### config.mk
export PLATFORM = sky130hd
export DESIGN_NAME = noc_traffic_gen
export DESIGN_NICKNAME = d
export VERILOG_FILES = /design/src/rtl/noc_pkg.sv /design/src/rtl/noc_lfsr8.sv /design/src/rtl/noc_traffic_gen.sv
export SDC_FILE = /design/constraint.sdc
export NUM_CORES = 1
export LEC_CHECK = 0
export ABC_AREA = 1
export CORE_MARGIN = 1
export CORE_UTILIZATION = 25
export CTS_CLUSTER_DIAMETER = 150
export CTS_CLUSTER_SIZE = 24
export DETAILED_ROUTE_END_ITERATION = 10
export PLACE_DENSITY = 0.45
export SLEW_MARGIN = 0
export SYNTH_ARGS = -nofsm -noshare
export SYNTH_HDL_FRONTEND = slang
export SYNTH_HIERARCHICAL = 1
export SYNTH_SLANG_ARGS = --single-unit
### constraint.sdc
create_clock -name clk -period 6.4 [get_ports clk]
set_clock_uncertainty 0.05 [all_clocks]
set_input_delay 1.28 -clock clk [delete_from_list [all_inputs] [get_ports clk]]
set_output_delay 1.28 -clock clk [all_outputs]
set_load 0.05 [all_outputs]
### src/rtl/noc_pkg.sv
// Shared packet layout, mode/state encodings and small helpers for the NoC
// traffic generator and its matching sink.
package noc_pkg;

  localparam int PKT_W    = 11;
  localparam int DEST_MSB = 10;
  localparam int DEST_LSB = 7;
  localparam int SRC_MSB  = 6;
  localparam int SRC_LSB  = 3;
  localparam int SEQ_MSB  = 2;
  localparam int SEQ_LSB  = 0;

  typedef enum logic [1:0] {
    MODE_RANDOM = 2'd0,
    MODE_FIXED  = 2'd1,
    MODE_RR     = 2'd2,
    MODE_RSVD   = 2'd3
  } mode_e;

  typedef enum logic [1:0] {
    ST_IDLE = 2'd0,
    ST_GAP  = 2'd1,
    ST_SEND = 2'd2,
    ST_DONE = 2'd3
  } tg_state_e;

  function automatic logic [PKT_W-1:0] pack_pkt(input logic [3:0] dest,
                                                input logic [3:0] src,
                                                input logic [2:0] seq);
    logic [PKT_W-1:0] p;
    p                    = {PKT_W{1'b0}};
    p[DEST_MSB:DEST_LSB] = dest;
    p[SRC_MSB:SRC_LSB]   = src;
    p[SEQ_MSB:SEQ_LSB]   = seq;
    return p;
  endfunction

  // Fibonacci step, taps 7/5/4/3, shifting left into bit 0.
  function automatic logic [7:0] lfsr_step(input logic [7:0] l);
    return {l[6:0], l[7] ^ l[5] ^ l[4] ^ l[3]};
  endfunction

  // Random destination from the low nibble, nudged off our own address.
  function automatic logic [3:0] rand_dest(input logic [7:0] l, input logic [3:0] self_id);
    return (l[3:0] == self_id) ? (l[3:0] ^ 4'b0001) : l[3:0];
  endfunction

  function automatic logic [3:0] rr_next(input logic [3:0] r, input logic [3:0] self_id);
    logic [3:0] n;
    n = r + 4'd1;
    return (n == self_id) ? (n + 4'd1) : n;
  endfunction

endpackage

### src/rtl/noc_lfsr8.sv
// 8-bit Fibonacci LFSR that advances only when step is high; a zero seed is
// replaced by 8'h01 so the register can never lock up.
module noc_lfsr8
  import noc_pkg::*;
#(
  parameter logic [7:0] SEED = 8'hA5
) (
  input  logic       clk,
  input  logic       reset,
  input  logic       step,
  output logic [7:0] q
);

  localparam logic [7:0] INIT = (SEED == 8'h00) ? 8'h01 : SEED;

  always_ff @(posedge clk) begin
    if (reset) begin
      q <= INIT;
    end else if (step) begin
      q <= lfsr_step(q);
    end
  end

endmodule

### src/rtl/noc_traffic_gen.sv
// Per-node traffic source: injects a programmed number of {dest, src, seq}
// packets on a valid/ready handshake with a programmable inter-packet gap.
module noc_traffic_gen
  import noc_pkg::*;
#(
  parameter logic [3:0] MY_IP     = 4'b0000,
  parameter logic [7:0] LFSR_SEED = 8'hA5,
  parameter int         CNT_W     = 8
) (
  input  logic             clk,
  input  logic             reset,
  input  logic             start,
  input  logic [1:0]       mode,
  input  logic [3:0]       fixed_dest,
  input  logic [CNT_W-1:0] num_pkts,
  input  logic [CNT_W-1:0] gap_cfg,
  output logic [PKT_W-1:0] out_data,
  output logic             out_valid,
  input  logic             out_ready,
  output logic             busy,
  output logic             done,
  output logic [CNT_W-1:0] sent_count
);

  localparam logic [CNT_W-1:0] ONE = {{(CNT_W-1){1'b0}}, 1'b1};

  tg_state_e        state;
  mode_e            mode_q;
  logic [3:0]       fixed_q;
  logic [CNT_W-1:0] num_q;
  logic [CNT_W-1:0] gap_q;
  logic [CNT_W-1:0] gap_cnt;
  logic [2:0]       seq;
  logic [3:0]       rr_dest;
  logic [7:0]       lfsr_q;

  logic             hs;
  logic [7:0]       lfsr_nxt;
  logic [3:0]       rr_nxt;
  logic [2:0]       seq_nxt;
  mode_e            sel_mode;
  logic [3:0]       sel_fixed;
  logic [3:0]       nxt_dest;
  logic [PKT_W-1:0] nxt_pkt;

  noc_lfsr8 #(.SEED(LFSR_SEED)) u_lfsr (
    .clk   (clk),
    .reset (reset),
    .step  (hs),
    .q     (lfsr_q)
  );

  // Build the packet that would be offered next; on a handshake this looks one
  // step ahead so a back-to-back packet uses the advanced seq/LFSR/rr values.
  always_comb begin
    hs        = out_valid & out_ready;
    lfsr_nxt  = lfsr_q;
    rr_nxt    = rr_dest;
    seq_nxt   = seq;
    sel_mode  = mode_q;
    sel_fixed = fixed_q;
    nxt_dest  = 4'd0;
    if (hs) begin
      lfsr_nxt = lfsr_step(lfsr_q);
      rr_nxt   = rr_next(rr_dest, MY_IP);
      seq_nxt  = seq + 3'd1;
    end else begin
      lfsr_nxt = lfsr_q;
      rr_nxt   = rr_dest;
      seq_nxt  = seq;
    end
    if (state == ST_IDLE) begin
      sel_mode  = mode_e'(mode);
      sel_fixed = fixed_dest;
    end else begin
      sel_mode  = mode_q;
      sel_fixed = fixed_q;
    end
    case (sel_mode)
      MODE_FIXED: nxt_dest = sel_fixed;
      MODE_RR:    nxt_dest = rr_nxt;
      default:    nxt_dest = rand_dest(lfsr_nxt, MY_IP);
    endcase
    nxt_pkt = pack_pkt(nxt_dest, MY_IP, seq_nxt);
  end

  // Run-control FSM with registered handshake, status and packet outputs.
  always_ff @(posedge clk) begin
    if (reset) begin
      state      <= ST_IDLE;
      mode_q     <= MODE_RANDOM;
      fixed_q    <= 4'd0;
      num_q      <= {CNT_W{1'b0}};
      gap_q      <= {CNT_W{1'b0}};
      gap_cnt    <= {CNT_W{1'b0}};
      seq        <= 3'd0;
      rr_dest    <= MY_IP + 4'd1;
      out_data   <= {PKT_W{1'b0}};
      out_valid  <= 1'b0;
      busy       <= 1'b0;
      done       <= 1'b0;
      sent_count <= {CNT_W{1'b0}};
    end else begin
      done <= 1'b0;
      if (hs) begin
        seq     <= seq_nxt;
        rr_dest <= rr_nxt;
      end
      case (state)
        ST_IDLE: begin
          if (start) begin
            mode_q     <= mode_e'(mode);
            fixed_q    <= fixed_dest;
            num_q      <= num_pkts;
            gap_q      <= gap_cfg;
            sent_count <= {CNT_W{1'b0}};
            if (num_pkts == {CNT_W{1'b0}}) begin
              state <= ST_DONE;
              done  <= 1'b1;
            end else if (gap_cfg == {CNT_W{1'b0}}) begin
              state     <= ST_SEND;
              busy      <= 1'b1;
              out_valid <= 1'b1;
              out_data  <= nxt_pkt;
            end else begin
              state   <= ST_GAP;
              busy    <= 1'b1;
              gap_cnt <= gap_cfg;
            end
          end
        end
        ST_GAP: begin
          if (gap_cnt == ONE) begin
            state     <= ST_SEND;
            out_valid <= 1'b1;
            out_data  <= nxt_pkt;
          end else begin
            gap_cnt <= gap_cnt - ONE;
          end
        end
        ST_SEND: begin
          if (hs) begin
            sent_count <= sent_count + ONE;
            if ((sent_count + ONE) == num_q) begin
              state     <= ST_DONE;
              out_valid <= 1'b0;
              busy      <= 1'b0;
              done      <= 1'b1;
            end else if (gap_q == {CNT_W{1'b0}}) begin
              out_data <= nxt_pkt;
            end else begin
              state     <= ST_GAP;
              out_valid <= 1'b0;
              gap_cnt   <= gap_q;
            end
          end
        end
        ST_DONE: begin
          state <= ST_IDLE;
        end
        default: begin
          state     <= ST_IDLE;
          out_valid <= 1'b0;
          busy      <= 1'b0;
        end
      endcase
    end
  end

endmodule
==> Yosys cells after proc, flatten, opt, wreduce, memory -nomap -nowiden <==
Cells that the tools add are included.
{ "totals": {"ff_bits": 69, "latch_bits": 0, "mem_bits_rw": 0, "romBits": 0, "in_bits": 26, "output_inout_bits": 22, "word_cells": 112, "n_memories": 0} }
{ "op_classes": {"n_addsub": 5, "mul": 0, "div": 0, "n_lt_le_gt_ge": 0, "n_eq_ne": 19, "n_shift": 0, "mux": 53, "bitwise": 5, "reduce_logical": 15} }
{ "ops": {"columns": ["cell", "count"], "rows": [
  ["$mux W11", 7],
  ["$mux W8", 9],
  ["$pmux W11 S3", 1],
  ["$logic_not A8 Y1", 3],
  ["$pmux W8 S3", 1],
  ["$ne A2 B2 Y1 const B", 10],
  ["$mux W1", 16],
  ["$mux W2", 8],
  ["$mux W4", 4],
  ["$pmux W8 S2", 1],
  ["$reduce_and A8 Y1", 2],
  ["$add A4 B1 Y4 const B", 2],
  ["$add A8 B1 Y8 const B", 1],
  ["$eq A8 B1 Y1 const B", 1],
  ["$eq A8 B8 Y1", 1],
  ["$logic_not A4 Y1", 2],
  ["$pmux W2 S4", 1],
  ["$pmux W4 S2", 1],
  ["$sub A8 B1 Y8 const B", 1],
  ["$reduce_and A7 Y1", 1],
  ["$eq A2 B2 Y1 const B", 3],
  ["$reduce_and A5 Y1", 1],
  ["$eq A2 B1 Y1 const B", 2],
  ["$pmux W1 S2", 2],
  ["14 further kinds", 16]
]} }

==> Logic depth before layout (Yosys ltp) <==
Gate-level depths: netlist (run 1).
{ "logic_depth": {"depth_word": 11, "mapped_depth": 16} }

==> Cells and area by module <==
Netlist (run 1), hierarchy kept.
{ "modules_own_cells": {"columns": ["module", "n_inst", "cells_each", "area_per_inst_um2", "seq_area_each_um2"], "rows": [
  ["noc_traffic_gen", 1, 515, 3338.2, 1141.1],
  ["noc_lfsr8", 1, 48, 337.8, 160.2]
]} }

==> Worst setup path after synthesis (run 1) <==
No wires, ideal clock.
{ "synth_timing": {"path_kind": "input port to flip-flop", "startpoint": "input port gap_cfg[4]", "endpoint": "register out_data[1]", "setup_ns": 0.114, "t_arrival_ns": 2.551, "t_required_ns": 6.236, "setup_slack_ns": 3.685, "stages": 10, "cell_sequence": "or2_2 -> nor4_1 -> o21ai_0 -> nor2_1 -> nand2_2 -> inv_2 -> buf_6 -> nand2_2 -> nand2_1 -> nor2_1"} }
{ "synth_via": {"elab_chain_cells": 3} }
{ "synth_lines": {"columns": ["element", "line_no", "source"], "rows": [
  ["start: declaration", "noc_traffic_gen.sv:16", "input logic [CNT_W-1:0] gap_cfg,"],
  ["$logic_not A8 Y1", "noc_traffic_gen.sv:120", "end else if (gap_cfg == {CNT_W{1'b0}}) begin"],
  ["$ne A2 B1 Y1 (no line)", null, null],
  ["$reduce_and A8 Y1 (no line)", null, null],
  ["end signal: assignment", "noc_traffic_gen.sv:124", "out_data <= nxt_pkt;"],
  ["end signal: assignment", "noc_traffic_gen.sv:136", "out_data <= nxt_pkt;"],
  ["end signal: assignment", "noc_traffic_gen.sv:150", "out_data <= nxt_pkt;"],
  ["end: declaration", "noc_traffic_gen.sv:17", "output logic [PKT_W-1:0] out_data,"]
]} }
Every way passes these cells.
A chain may end at the register's enable or synchronous reset.

==> Final worst setup path (run 1) <==
{ "layout_timing": {"startpoint": "input port out_ready", "endpoint": "register gap_cnt[6]"} }
{ "layout_via": {"elab_chain_cells": 3} }
{ "layout_lines": {"columns": ["element", "line_no", "source"], "rows": [
  ["start: declaration", "noc_traffic_gen.sv:19", "input logic out_ready,"],
  ["$and A1 B1 Y1", "noc_traffic_gen.sv:56", "hs = out_valid & out_ready;"],
  ["$ne A2 B2 Y1 (no line)", null, null],
  ["$reduce_and A8 Y1 (no line)", null, null],
  ["end signal: assignment", "noc_traffic_gen.sv:95", "gap_cnt <= {CNT_W{1'b0}};"],
  ["end signal: assignment", "noc_traffic_gen.sv:128", "gap_cnt <= gap_cfg;"],
  ["end signal: assignment", "noc_traffic_gen.sv:138", "gap_cnt <= gap_cnt - ONE;"],
  ["end: declaration", "noc_traffic_gen.sv:32", "logic [CNT_W-1:0] gap_cnt;"]
]} }
Every way passes these cells.

==> impl_results.rst, run 1 <==
.. list-table::
   :header-rows: 1

   * - Metric
     - Value
   * - Outcome
     - finished clean
   * - # hold bufs at CTS
     - 0
   * - Boundary Pins
     - 48
   * - First-pass GRT wire length
     - 16800 um
   * - Buffers inserted during post-CTS setup optimization
     - 0
   * - Setup CP Type
     - input port to flop
   * - Post-CTS clock slew at the launch and capture registers of the worst setup and hold paths
     - 60 ps
   * - Area enclosed by the die boundary
     - 15200 sq um
   * - Proportion of synthesized flip-flops having asynchronous set or reset
     - 0%
   * - DRC violation total after the first TritonRoute iteration
     - 160
   * - Max-slew violation count
     - 0
   * - Fraction of final layout cells with drive strength greater than 1
     - 6.28%
   * - Clk root buf
     - sky130_fd_sc_hd__clkbuf_16
   * - Tot Pwr
     - 1.99 mW
   * - Dominant synthesized flop cell
     - sky130_fd_sc_hd__dfxtp_1
   * - Num Clock Sinks
     - 65
   * - Max H-tree Level
     - 3
   * - Weighted congestion reported at the end of routability-driven placement
     - 0.800
   * - Count of max-cap constraint violations
     - 0
   * - Relative slew margins
     - 41.5%
   * - Minimum clock period
     - 3200 ps
   * - Final layout net count
     - 638
   * - Category of cells accounting for the largest share of critical-path delay
     - simple AND/OR/NAND/NOR gates
   * - Seq/Total Area, Yosys
     - 35.4%
   * - Vias per std cell
     - 4.57
   * - Yosys top cell area share
     - 35.4%
   * - Worst-skew pair later-pin latency
     - 340 ps
   * - Arrival time at the worst endpoint
     - 3410 ps
   * - Sum of negative setup slack
     - 0 ps
   * - Path type of the worst min-delay path
     - flop to flop
   * - Wirelength per Cell
     - 12.9 um
   * - Peak clock frequency supported by timing
     - 0.313 GHz
   * - Maximum number of buffers from clock root to sink
     - 2
   * - Count of filler cells inserted in the layout
     - 1553
   * - Cell area after synthesis
     - 3680 sq um
   * - Synth Warn #
     - 6
   * - Clock tree from TritonCTS
     - done
   * - Share of the cycle needed by the critical path after routing
     - 50.0%
   * - Count of input and output buffers
     - 43
   * - Initial core utilization
     - 26.1%
   * - Longest individual stage delay on the worst path
     - 450 ps
   * - Width of the die
     - 123 um
   * - Number of synthesized flops with an enable pin
     - 0
   * - Netlist cell types
     - 37
   * - Multiplexer share of the synthesized area
     - 0%
   * - Worst IR Drop VDD
     - 343 uV
   * - Antenna diode count
     - 0
   * - Number of rows in the core area
     - 43
   * - Xor-xnor portion of the synthesized cell area
     - 1.19%
   * - Signed area change from the synthesized netlist to the final layout
     - 22.7%
   * - Final Routed Wirelength
     - 10100 um
   * - Maximum number of pins on one net before global-route repair
     - 35
   * - GRT Util Overall
     - 14.5%
   * - First-pass iteration count of the detailed router
     - 4
   * - Cell with the biggest individual delay on the critical path
     - sky130_fd_sc_hd__clkdlybuf4s50_1
   * - Critical path capture point type
     - flop
   * - Residual overflow from global routing
     - 0
   * - DPL Wire Length
     - 7470 um
   * - Worst-margin pin slew
     - 875 ps
   * - Startpoint types
     - input port
   * - Clock buffer count from CTS
     - 9
   * - Cells after synthesis
     - 563
   * - Cell occurring most often along the worst timing path
     - sky130_fd_sc_hd__nand2_1
   * - Most used standard cells in the synthesized netlist
     - sky130_fd_sc_hd__nand2_1, sky130_fd_sc_hd__nor2_1, sky130_fd_sc_hd__dfxtp_1
   * - Compound-gate portion of the synthesized area
     - 16.6%
   * - Avg Synthesized Cell Area
     - 6.53 sq um
   * - Post-Synth Adder-Cell Area
     - 4.08%
   * - DRC
     - 0
   * - Initial antenna violation count
     - 0
   * - Main combinational cell family by area after synthesis
     - simple AND/OR/NAND/NOR gates
   * - Largest area contributor in the synthesized netlist
     - sky130_fd_sc_hd__dfxtp_1
   * - Number of gates resized after CTS
     - 0
   * - Lkg Pwr
     - 1.96 nW
   * - RSZ-0062 raised after global routing
     - no
   * - Area contributors post-synth
     - sky130_fd_sc_hd__dfxtp_1, sky130_fd_sc_hd__nand2_1, sky130_fd_sc_hd__o21ai_0
   * - Post-detailed-route count of antenna-violating nets
     - 0
   * - Final count of negative-setup-slack endpoints
     - 0
   * - Data required, critical path
     - 6620 ps
   * - Worst Path Buf+Inv
     - 2
   * - Power Dens Cells
     - 441 nW/um^2
   * - Via count
     - 3585
   * - Final Hold Violating Endpoints
     - 0
   * - Vias in the first global route
     - 3441
   * - Overall die height
     - 123 um
   * - Most repeated cell in the gate-level netlist after synthesis
     - sky130_fd_sc_hd__nand2_1
   * - Maximum fanout count along the critical path
     - 14
   * - Basic-gate share of the synthesized area counting and, or, nand and nor cells
     - 32.6%
   * - Cell-by-cell listing of the critical path
     - clkdlybuf4s50_1 -> nand2_1 -> nand2_1 -> nand2_1 -> nor2_1 -> nand2_1 -> inv_1 -> o21ai_0 -> nor2_2 -> nand2_1 -> a21oi_1
   * - Synthesized flop and latch total
     - 65
   * - Core outline area
     - 14100 sq um
routing by layer:
metal  share of wire [%]  vias to the layer above  GRT usage, %  wire (um)
li1                    -                     1882             -          -
met1                  50                     1648          18.5       5040
met2                  46                       51          23.5       4630
met3                 3.6                        4          4.61        365
met4                0.97                        0          3.61         98
met5                   0                        -             0          0
registers in the layout (all words and copies together) (netlist names):
name        cells
gap_cnt         8
gap_q           8
num_q           8
sent_count      8
u_lfsr/q        8
out_data        7
fixed_q         4
rr_dest         4
seq             3
mode_q          2
state           2
busy            1
done            1
out_valid       1
cells in the final DEF, fill, tap and decap left out, types with 2 or more instances in the layout:
master / netlist / routed
sky130_fd_sc_hd__nor4_1: 3 / 3
sky130_fd_sc_hd__xnor2_1: 2 / 2
sky130_fd_sc_hd__dfxtp_1: 65 / 65
sky130_fd_sc_hd__nor2_2: 3 / 3
sky130_fd_sc_hd__nand2_1: 133 / 133
sky130_fd_sc_hd__clkbuf_1: 13 / 2
sky130_fd_sc_hd__nand3b_1: 2 / 2
sky130_fd_sc_hd__nand3_1: 44 / 44
sky130_fd_sc_hd__o21ai_0: 61 / 61
sky130_fd_sc_hd__conb_1: 1 / 4
sky130_fd_sc_hd__buf_4: 4 / 2
sky130_fd_sc_hd__clkbuf_8: 1 / 2
sky130_fd_sc_hd__and2_1: 2 / 2
sky130_fd_sc_hd__nand2_2: 6 / 6
sky130_fd_sc_hd__or2_2: 6 / 6
sky130_fd_sc_hd__o211ai_1: 4 / 4
sky130_fd_sc_hd__xor2_1: 3 / 3
sky130_fd_sc_hd__inv_2: 3 / 3
sky130_fd_sc_hd__clkbuf_16: 0 / 9
sky130_fd_sc_hd__ha_1: 12 / 12
sky130_fd_sc_hd__a21oi_1: 42 / 42
sky130_fd_sc_hd__nand4_1: 5 / 5
sky130_fd_sc_hd__nor2_4: 2 / 2
sky130_fd_sc_hd__clkdlybuf4s50_1: 0 / 43
sky130_fd_sc_hd__clkinv_2: 0 / 3
sky130_fd_sc_hd__inv_1: 62 / 62
sky130_fd_sc_hd__nor2_1: 70 / 70
worst min-delay path, stage by stage (launching register included):
cell and delay (ps):
sky130_fd_sc_hd__dfxtp_1 290, sky130_fd_sc_hd__inv_1 60, sky130_fd_sc_hd__a211oi_1 60
area by class of cell:
class | instances | area [sq um] | area share [%]
Clock buffer | 13 | 260 | 5.77
Multi-Input combinational cell | 414 | 2020 | 44.8
Sequential cell | 65 | 1300 | 28.9
Timing Repair Buffer | 45 | 445 | 9.88
Clock inverter | 3 | 15.0 | 0.333
Inverter | 65 | 244 | 5.41
Tap cell | 180 | 225 | 4.99
power breakdown:
part | total, mW | switching [mW] | internal (mW) | leakage, nW
sequential | 0.599 | 0.0785 | 0.520 | 0.534
combinational | 0.928 | 0.615 | 0.313 | 1.29
clock | 0.460 | 0.179 | 0.281 | 0.139
path summary, 6_finish.rpt:
path | cells after the start | to | from | slack [ps]
setup / recovery | 11 | gap_cnt[6]$_SDFFE_PP0P_ | out_ready | 3200
setup reg to reg | 11 | out_data[7]$_SDFFE_PP0P_ | state[0]$_SDFFE_PP0P_ | 3690
hold / removal | 2 | mode_q[1]$_SDFFE_PP0P_ | mode_q[1]$_SDFFE_PP0P_ | 410
hold reg to reg | 2 | mode_q[1]$_SDFFE_PP0P_ | mode_q[1]$_SDFFE_PP0P_ | 410
cells by family (layout without fill, tap and decap cells):
family	Yosys count	count (layout)
other	1	4
AOI/OAI and AO/OA	115	115
xor gates and xnor gates	5	5
and+or+nand+nor	278	278
DFF	65	65
adders and majority gates	12	12
buffers and inverters	87	126
per-stage QoR:
stage                     instances  util, %  setup WS [ps]  cell area (sq um)  hold WS [ps]
final                           785     32.0           3200               4510           411
after global routing            785     32.0           2930               4510           439
after CTS                       785     32.0           3190               4510           410
after detailed placement        769     30.0           2810               4230           402
after global placement          769     30.0           2830               4230           401
after floorplan                 566        -           3680               3690           377
Note: power is estimated with default switching activity, not from simulation.
==> run 2, diff against run 1 <==
--- a/config.mk
+++ b/config.mk
@@ -11,7 +11,7 @@
 export CTS_CLUSTER_DIAMETER = 150
 export CTS_CLUSTER_SIZE = 24
 export DETAILED_ROUTE_END_ITERATION = 10
-export PLACE_DENSITY = 0.45
+export PLACE_DENSITY = 0.47
 export SLEW_MARGIN = 0
 export SYNTH_ARGS = -nofsm -noshare
 export SYNTH_HDL_FRONTEND = slang
==> constraint.sdc (replaced) <==
create_clock -name clk -period 2.8 [get_ports clk]
set_clock_uncertainty 0.05 [all_clocks]
set_input_delay 0.56 -clock clk [delete_from_list [all_inputs] [get_ports clk]]
set_output_delay 0.56 -clock clk [all_outputs]
set_load 0.05 [all_outputs]
==> impl_results.rst, run 2 (same netlist as run 1, synthesis figures left out) <==
.. list-table::
   :header-rows: 1

   * - Metric
     - Value
   * - Outcome
     - finished clean
   * - Vias in the first global route
     - 3299 (-4.1%)
   * - Longest individual stage delay on the worst path
     - 450 ps (about the same)
   * - Count of max-cap constraint violations
     - 0 (unchanged)
   * - Worst-skew pair later-pin latency
     - 330 ps (about the same)
   * - Power Dens Cells
     - 995 nW/um^2 (+130%)
   * - DRC violation total after the first TritonRoute iteration
     - 218 (+36%)
   * - R2R setup slack
     - 480 ps (-3210 ps)
   * - Final layout net count
     - 645 (+1.1%)
   * - # hold bufs at CTS
     - 0 (unchanged)
   * - Core outline area
     - 14100 sq um (unchanged)
   * - Worst IR Drop VDD
     - 349 uV (+1.6%)
   * - Clock buffer count from CTS
     - 9 (unchanged)
   * - Beginning of the worst register-to-register path
     - state[0]$_SDFFE_PP0P_
   * - Final Routed Wirelength
     - 9660 um (-4.7%)
   * - Sum of negative setup slack
     - 0 ps (unchanged)
   * - GRT Util Overall
     - 13.9% (-0.61 points)
   * - Count of input and output buffers
     - 43 (unchanged)
   * - Num Clock Sinks
     - 65 (unchanged)
   * - Antenna diode count
     - 0 (unchanged)
   * - Global Route met1 Usage
     - 18.4% (-0.065 points)
   * - First-pass GRT wire length
     - 16100 um (-4.2%)
   * - Buffers inserted during post-CTS setup optimization
     - 0 (unchanged)
   * - Share of the cycle needed by the critical path after routing
     - 86.5%
   * - Final Hold Violating Endpoints
     - 0 (unchanged)
   * - Part of the power in registers
     - 30.2% (about the same)
   * - Fraction of final layout cells with drive strength greater than 1
     - 7.36% (+1.1 points)
   * - Residual overflow from global routing
     - 0 (unchanged)
   * - Max H-tree Level
     - 3 (unchanged)
   * - DRC
     - 0 (unchanged)
   * - Clock tree from TritonCTS
     - done
   * - Relative slew margins
     - 62.1% (+21 points)
   * - First-pass iteration count of the detailed router
     - 5 (+1)
   * - Critical path destination
     - out_data[10]$_SDFFE_PP0P_
   * - Final count of negative-setup-slack endpoints
     - 0 (unchanged)
   * - Net load switching power
     - 1.99 mW (+130%)
   * - Number of gates resized after CTS
     - 0 (unchanged)
   * - Post-CTS clock slew at the launch and capture registers of the worst setup and hold paths
     - 50 ps (about the same)
   * - Critical path depth in cells
     - 11 (unchanged)
   * - Setup CP Type
     - input port to flop
   * - Lkg Pwr
     - 1.99 nW (+1.4%)
   * - Startpoint types
     - input port
   * - Category of cells accounting for the largest share of critical-path delay
     - simple AND/OR/NAND/NOR gates
   * - Internal portion of total power
     - 2.55 mW (+130%)
   * - Critical path capture point type
     - flop
   * - Signed area change from the synthesized netlist to the final layout
     - 24.0%
   * - RSZ-0062 raised after global routing
     - no
   * - Most common cell after layout, fill and taps aside
     - sky130_fd_sc_hd__nand2_1
   * - Peak clock frequency supported by timing
     - 0.413 GHz
   * - Worst setup path startpoint
     - gap_cfg[4]
   * - Cell-by-cell listing of the critical path
     - clkdlybuf4s50_1 -> or2_2 -> nor4_1 -> buf_4 -> o21ai_0 -> nor2_1 -> nand2_2 -> inv_2 -> nand2_1 -> nand2_1 -> nor2_1
   * - Initial core utilization
     - 26.1% (unchanged)
   * - Vias per std cell
     - 4.48 (-1.9%)
   * - Net switching fraction of the power
     - 43.8% (-0.081 points)
   * - Gate power share
     - 47.2% (+0.5 points)
   * - Minimum clock period
     - 2420 ps
   * - Post-route core utilization
     - 32.3% (+0.35 points)
   * - Data required, critical path
     - 2980 ps (-3640 ps)
   * - Global route hottest layer
     - met2
   * - Met2 Usage GRT
     - 21.6% (-2.0 points)
   * - Clk root buf
     - sky130_fd_sc_hd__clkbuf_16
   * - Worst-margin pin slew
     - 568 ps (-307 ps)
   * - Clock network fraction of total power
     - 22.6% (-0.6 points)
   * - Number of rows in the core area
     - 43 (unchanged)
   * - M3 GR Usage
     - 2.63% (-2.0 points)
   * - Arrival time at the worst endpoint
     - 2600 ps (-810 ps)
   * - Most used cells in the layout excluding fill and tap cells
     - sky130_fd_sc_hd__nand2_1, sky130_fd_sc_hd__nor2_1, sky130_fd_sc_hd__dfxtp_1
   * - Worst reg-to-reg path cell count
     - 12 (+1)
   * - Maximum number of buffers from clock root to sink
     - 2 (unchanged)
   * - Width of the die
     - 123 um (unchanged)
   * - Maximum number of pins on one net before global-route repair
     - 29 (-17%)
   * - Boundary Pins
     - 48 (unchanged)
   * - Path type of the worst min-delay path
     - flop to flop
   * - Count of filler cells inserted in the layout
     - 1541 (-0.77%)
   * - Overall die height
     - 123 um (unchanged)
   * - Initial antenna violation count
     - 0 (unchanged)
   * - Wirelength per Cell
     - 12.2 um (-5.5%)
   * - Maximum fanout count along the critical path
     - 11 (-3)
   * - Post-detailed-route count of antenna-violating nets
     - 0 (unchanged)
   * - Hold Path Cell Cnt
     - 2 (unchanged)
   * - Max-slew violation count
     - 0 (unchanged)
   * - Worst Path Buf+Inv
     - 3 (+1)
   * - Cell with the biggest individual delay on the critical path
     - sky130_fd_sc_hd__clkdlybuf4s50_1
   * - Via count
     - 3542 (-1.2%)
   * - End of the worst register-to-register path
     - gap_cnt[1]$_SDFFE_PP0P_
   * - DPL Wire Length
     - 7340 um (-1.7%)
   * - Area enclosed by the die boundary
     - 15200 sq um (unchanged)
   * - Weighted congestion reported at the end of routability-driven placement
     - 0.809 (+1.1%)
==> run 2: changes by cell type in the layout (fill, tap and decap cells not counted) <==
| cell | previous run | this run |
|---|---|---|
| sky130_fd_sc_hd__clkbuf_1 | 2 | 1 |
| sky130_fd_sc_hd__clkinvlp_4 | 0 | 1 |
| sky130_fd_sc_hd__clkinv_4 | 0 | 2 |
| sky130_fd_sc_hd__buf_4 | 2 | 9 |
| sky130_fd_sc_hd__clkinv_2 | 3 | 1 |
| sky130_fd_sc_hd__clkbuf_8 | 2 | 1 |
==> run 2: area by class of cell <==
| cell class | count | area [sq um] | share of cell area (%) |
|---|---|---|---|
| multi-input combinational | 414 | 2020 | 44.3 |
| sequential | 65 | 1300 | 28.5 |
| timing repair buffer | 52 | 498 | 10.9 |
| inverter | 65 | 244 | 5.35 |
| clock buffer | 11 | 243 | 5.32 |
| tap | 180 | 225 | 4.94 |
| clock inverter | 4 | 30.0 | 0.659 |
==> run 2: worst min-delay path by stage <==
| stage | start | to | slack [ps] |
|---|---|---|---|
| 2_1_floorplan | u_lfsr/q[6]$_SDFFE_PP0P_ | u_lfsr/q[7]$_SDFFE_PP1P_ | 380 |
| 3_3_place_gp | fixed_q[3]$_SDFFE_PP0P_ | fixed_q[3]$_SDFFE_PP0P_ | 390 |
| 3_5_place_dp | mode_q[1]$_SDFFE_PP0P_ | mode_q[1]$_SDFFE_PP0P_ | 410 |
| 4_1_cts | mode_q[1]$_SDFFE_PP0P_ | mode_q[1]$_SDFFE_PP0P_ | 420 |
| 5_1_grt | mode_q[1]$_SDFFE_PP0P_ | mode_q[1]$_SDFFE_PP0P_ | 440 |
| 6_report | fixed_q[3]$_SDFFE_PP0P_ | fixed_q[3]$_SDFFE_PP0P_ | 420 |
==> run 2: power groups by stage <==
stage	Combinational, mW	Clock [mW]	Sequential, mW
after floorplan	1.38	0	1.59
after global placement	2.14	0	1.39
after detailed placement	2.15	0	1.39
after CTS	2.16	1.06	1.37
after global routing	2.42	1.10	1.41
final	2.14	1.02	1.37
==> run 2: through the flow <==
step	hold slack (ps)	power [mW]	area (sq um)	std cells	worst slack (ps)
after floorplan	377	2.96	3690	566	474
after global placement	395	3.54	4290	776	114
after detailed placement	410	3.54	4290	776	46.1
after CTS	419	4.59	4560	791	399
after global routing	443	4.94	4560	791	182
final	416	4.54	4560	791	378
==> run 2: per-layer routing <==
layer  wire (um)  vias to the layer above
li1            -                     1906
met1        4820                     1574
met2        4340                       53
met3         331                        9
met4         168                        0
met5           0                        -
==> run 2: worst reg2reg max path: stages (launching register included) <==
cell and delay, ps:
sky130_fd_sc_hd__dfxtp_1 350, sky130_fd_sc_hd__inv_1 90, sky130_fd_sc_hd__ha_1 220, sky130_fd_sc_hd__inv_1 220, sky130_fd_sc_hd__or2_2 170, sky130_fd_sc_hd__nand2_1 80, sky130_fd_sc_hd__nor2_1 90, sky130_fd_sc_hd__nand2_1 60
sky130_fd_sc_hd__inv_1 60, sky130_fd_sc_hd__o21ai_0 90, sky130_fd_sc_hd__nor2_2 310, sky130_fd_sc_hd__nand2_1 260, sky130_fd_sc_hd__a21oi_1 200
==> variant: new RTL, config.mk and constraints of run 2 <==
Put one more register stage on the output `sent_count`. The value now appears one clock later. The other outputs are not delayed to match.
--- a/src/rtl/noc_traffic_gen.sv
+++ b/src/rtl/noc_traffic_gen.sv
@@ -25,2 +25,4 @@
   localparam logic [CNT_W-1:0] ONE = {{(CNT_W-1){1'b0}}, 1'b1};
+
+  logic [CNT_W-1:0] sent_count_s0;
 
@@ -101,3 +103,3 @@
       done       <= 1'b0;
-      sent_count <= {CNT_W{1'b0}};
+      sent_count_s0 <= {CNT_W{1'b0}};
     end else begin
@@ -115,3 +117,3 @@
             gap_q      <= gap_cfg;
-            sent_count <= {CNT_W{1'b0}};
+            sent_count_s0 <= {CNT_W{1'b0}};
             if (num_pkts == {CNT_W{1'b0}}) begin
@@ -142,4 +144,4 @@
           if (hs) begin
-            sent_count <= sent_count + ONE;
-            if ((sent_count + ONE) == num_q) begin
+            sent_count_s0 <= sent_count_s0 + ONE;
+            if ((sent_count_s0 + ONE) == num_q) begin
               state     <= ST_DONE;
@@ -169,2 +171,6 @@
 
+  always_ff @(posedge clk) begin
+    sent_count <= sent_count_s0;
+  end
+
 endmodule
Formal check against the unedited RTL: not equivalent (a bounded check fails within 4 cycles, from zero or initial values and one cycle with reset high).
==> variant against run 2 <==
First-iteration DRC count up 17%. Cell count down 0.88%. Cell area up 4.7%. Synthesized cell count down 2.0%. Area after synthesis up 4.4%. Routed wire length up 6.1%. Non-clock buffer count down 1. Worst setup slack worse by 0.10 ns. Sequential share of layout area up 2.1 points. Fmax down 4.0%. Critical path depth unchanged. Power up 12%. Core utilization about the same. Sequential cell count up 8.
==> variant: results (changes against run 2) <==
status=finished clean; family with the most delay on the worst path=adder cells; CP peak stage delay=0.38 ns (-0.07 ns); first-pass GRT wire length=17300 microns (+7.4%); Top Layer Used=met4; # fillers=1591 (+3.2%); Post-synth top cells=nand2_1, nor2_1, dfxtp_1, inv_1, o21ai_0; post-layout net count=634 (-1.7%); FF-to-FF End=out_data[8]; Port Buffers=43 (unchanged); Cells on Worst Hold Path=0 (-2); Synth area leaders=dfxtp_1, nand2_1, nor2_1; post-synth cell types=46 (+24%); post-cts sizing count=0 (unchanged); TritonRoute pass-1 iters=4 (-1); Slew @ Worst Pin=0.645 ns (+0.0769 ns); slowest CP cell=ha_1; root buffer cell=clkbuf_16; Max Buffers Root-to-Sink=2 (unchanged); vias in the first global route=3493 (+5.9%); via/cell ratio=4.56 (+1.8%); H-Tree Depth=3 (unchanged); Detailed Place HPWL=7490 microns (+2.1%); clock slew at reported path FFs=0.06 ns; EDFF count, synth=0 (unchanged); initial DRC count=255 (+17%); initial antenna violation count=0 (unchanged); met2 wire length=4480 microns (+3.3%); worst skew pair latency=0.34 ns; largest net degree at the start of global routing=37 (+28%); dominant synthesized flop cell=dfxtp_1; final routed DRC violation total=0 (unchanged); HP Class=reg2reg; GP Congestion=0.815 (+0.73%); maximum vdd drop=529 uV (+52%); placed cell areas=4460 sq um (+4.0%); wl on met1=5090 microns (+5.5%); Fin Hold WS=0.339 ns (-0.0768 ns); layout cells sized above 1=0.0867 (+0.0130); n_diodes=0 (unchanged); final wirelength=10300 microns (+6.1%); GR Util All Layers=0.140 (+0.000853); Worst Hold Path EP=sent_count[7]; Reg2Reg Launch Point=state[1]; worst r2r path cells=11 (-1); met3 wire length=480 microns (+45%); leakage=2.00 nW (+0.57%); TritonCTS Buffers=9 (unchanged); Post-synth ARST share=0 (unchanged); register area share after synthesis=0.381 (+0.0268); crit path DAT=2.70 ns (+0.10 ns); flop-to-flop setup slack=0.28 ns (-0.20 ns); Min-Delay Startpoint=sent_count_s0[7]
[variant: power breakdown]
group / leakage (nW) / internal, mW / switching (mW)
Clock: 0.158 / 0.780 / 0.430
Sequential: 0.598 / 1.30 / 0.192
Combinational: 1.24 / 0.819 / 1.55
[variant: stage by stage]
step	util	instances	power, mW	setup WS [ns]
2_1_floorplan	-	555	3.24	0.504
3_3_place_gp	0.302	769	3.86	0.302
3_5_place_dp	0.302	769	3.87	0.250
4_1_cts	0.324	784	5.11	0.273
5_1_grt	0.324	784	5.48	0.0184
6_report	0.324	784	5.07	0.276
[variant: how the worst max path moves through the flow]
stage	startpoint	to	slack (ns)	cells past startpoint
6_report	state[1]	out_data[8]	0.28	11
3_3_place_gp	mode[0]	out_data[10]	0.30	10
5_1_grt	state[1]	out_data[8]	0.02	11
2_1_floorplan	state[0]	out_data[8]	0.50	13
4_1_cts	state[1]	out_data[8]	0.27	11
3_5_place_dp	num_pkts[5]	gap_cnt[6]	0.25	12
[variant: kinds of logic after synthesis]
kind of cell,synth area share
xor+xnor,0.0251
compound gates,0.174
simple gates,0.289
other cells,0.000977
flops,0.381
buf+inv,0.0910
fa+ha+maj,0.0391
[variant: cell type report]
cell class              count  area share
well taps                 184      0.0482
clock inverters             2     0.00734
inverters                  63      0.0501
clock buffers              13      0.0587
multi-input cells         398       0.427
repair buffers             51       0.103
flip-flops and latches     73       0.306
[variant: per-layer routing]
layer  global-route usage  up-vias
li1                     -     1869
met1                0.181     1610
met2                0.219       80
met3               0.0353       14
met4               0.0595        0
met5                    0        -
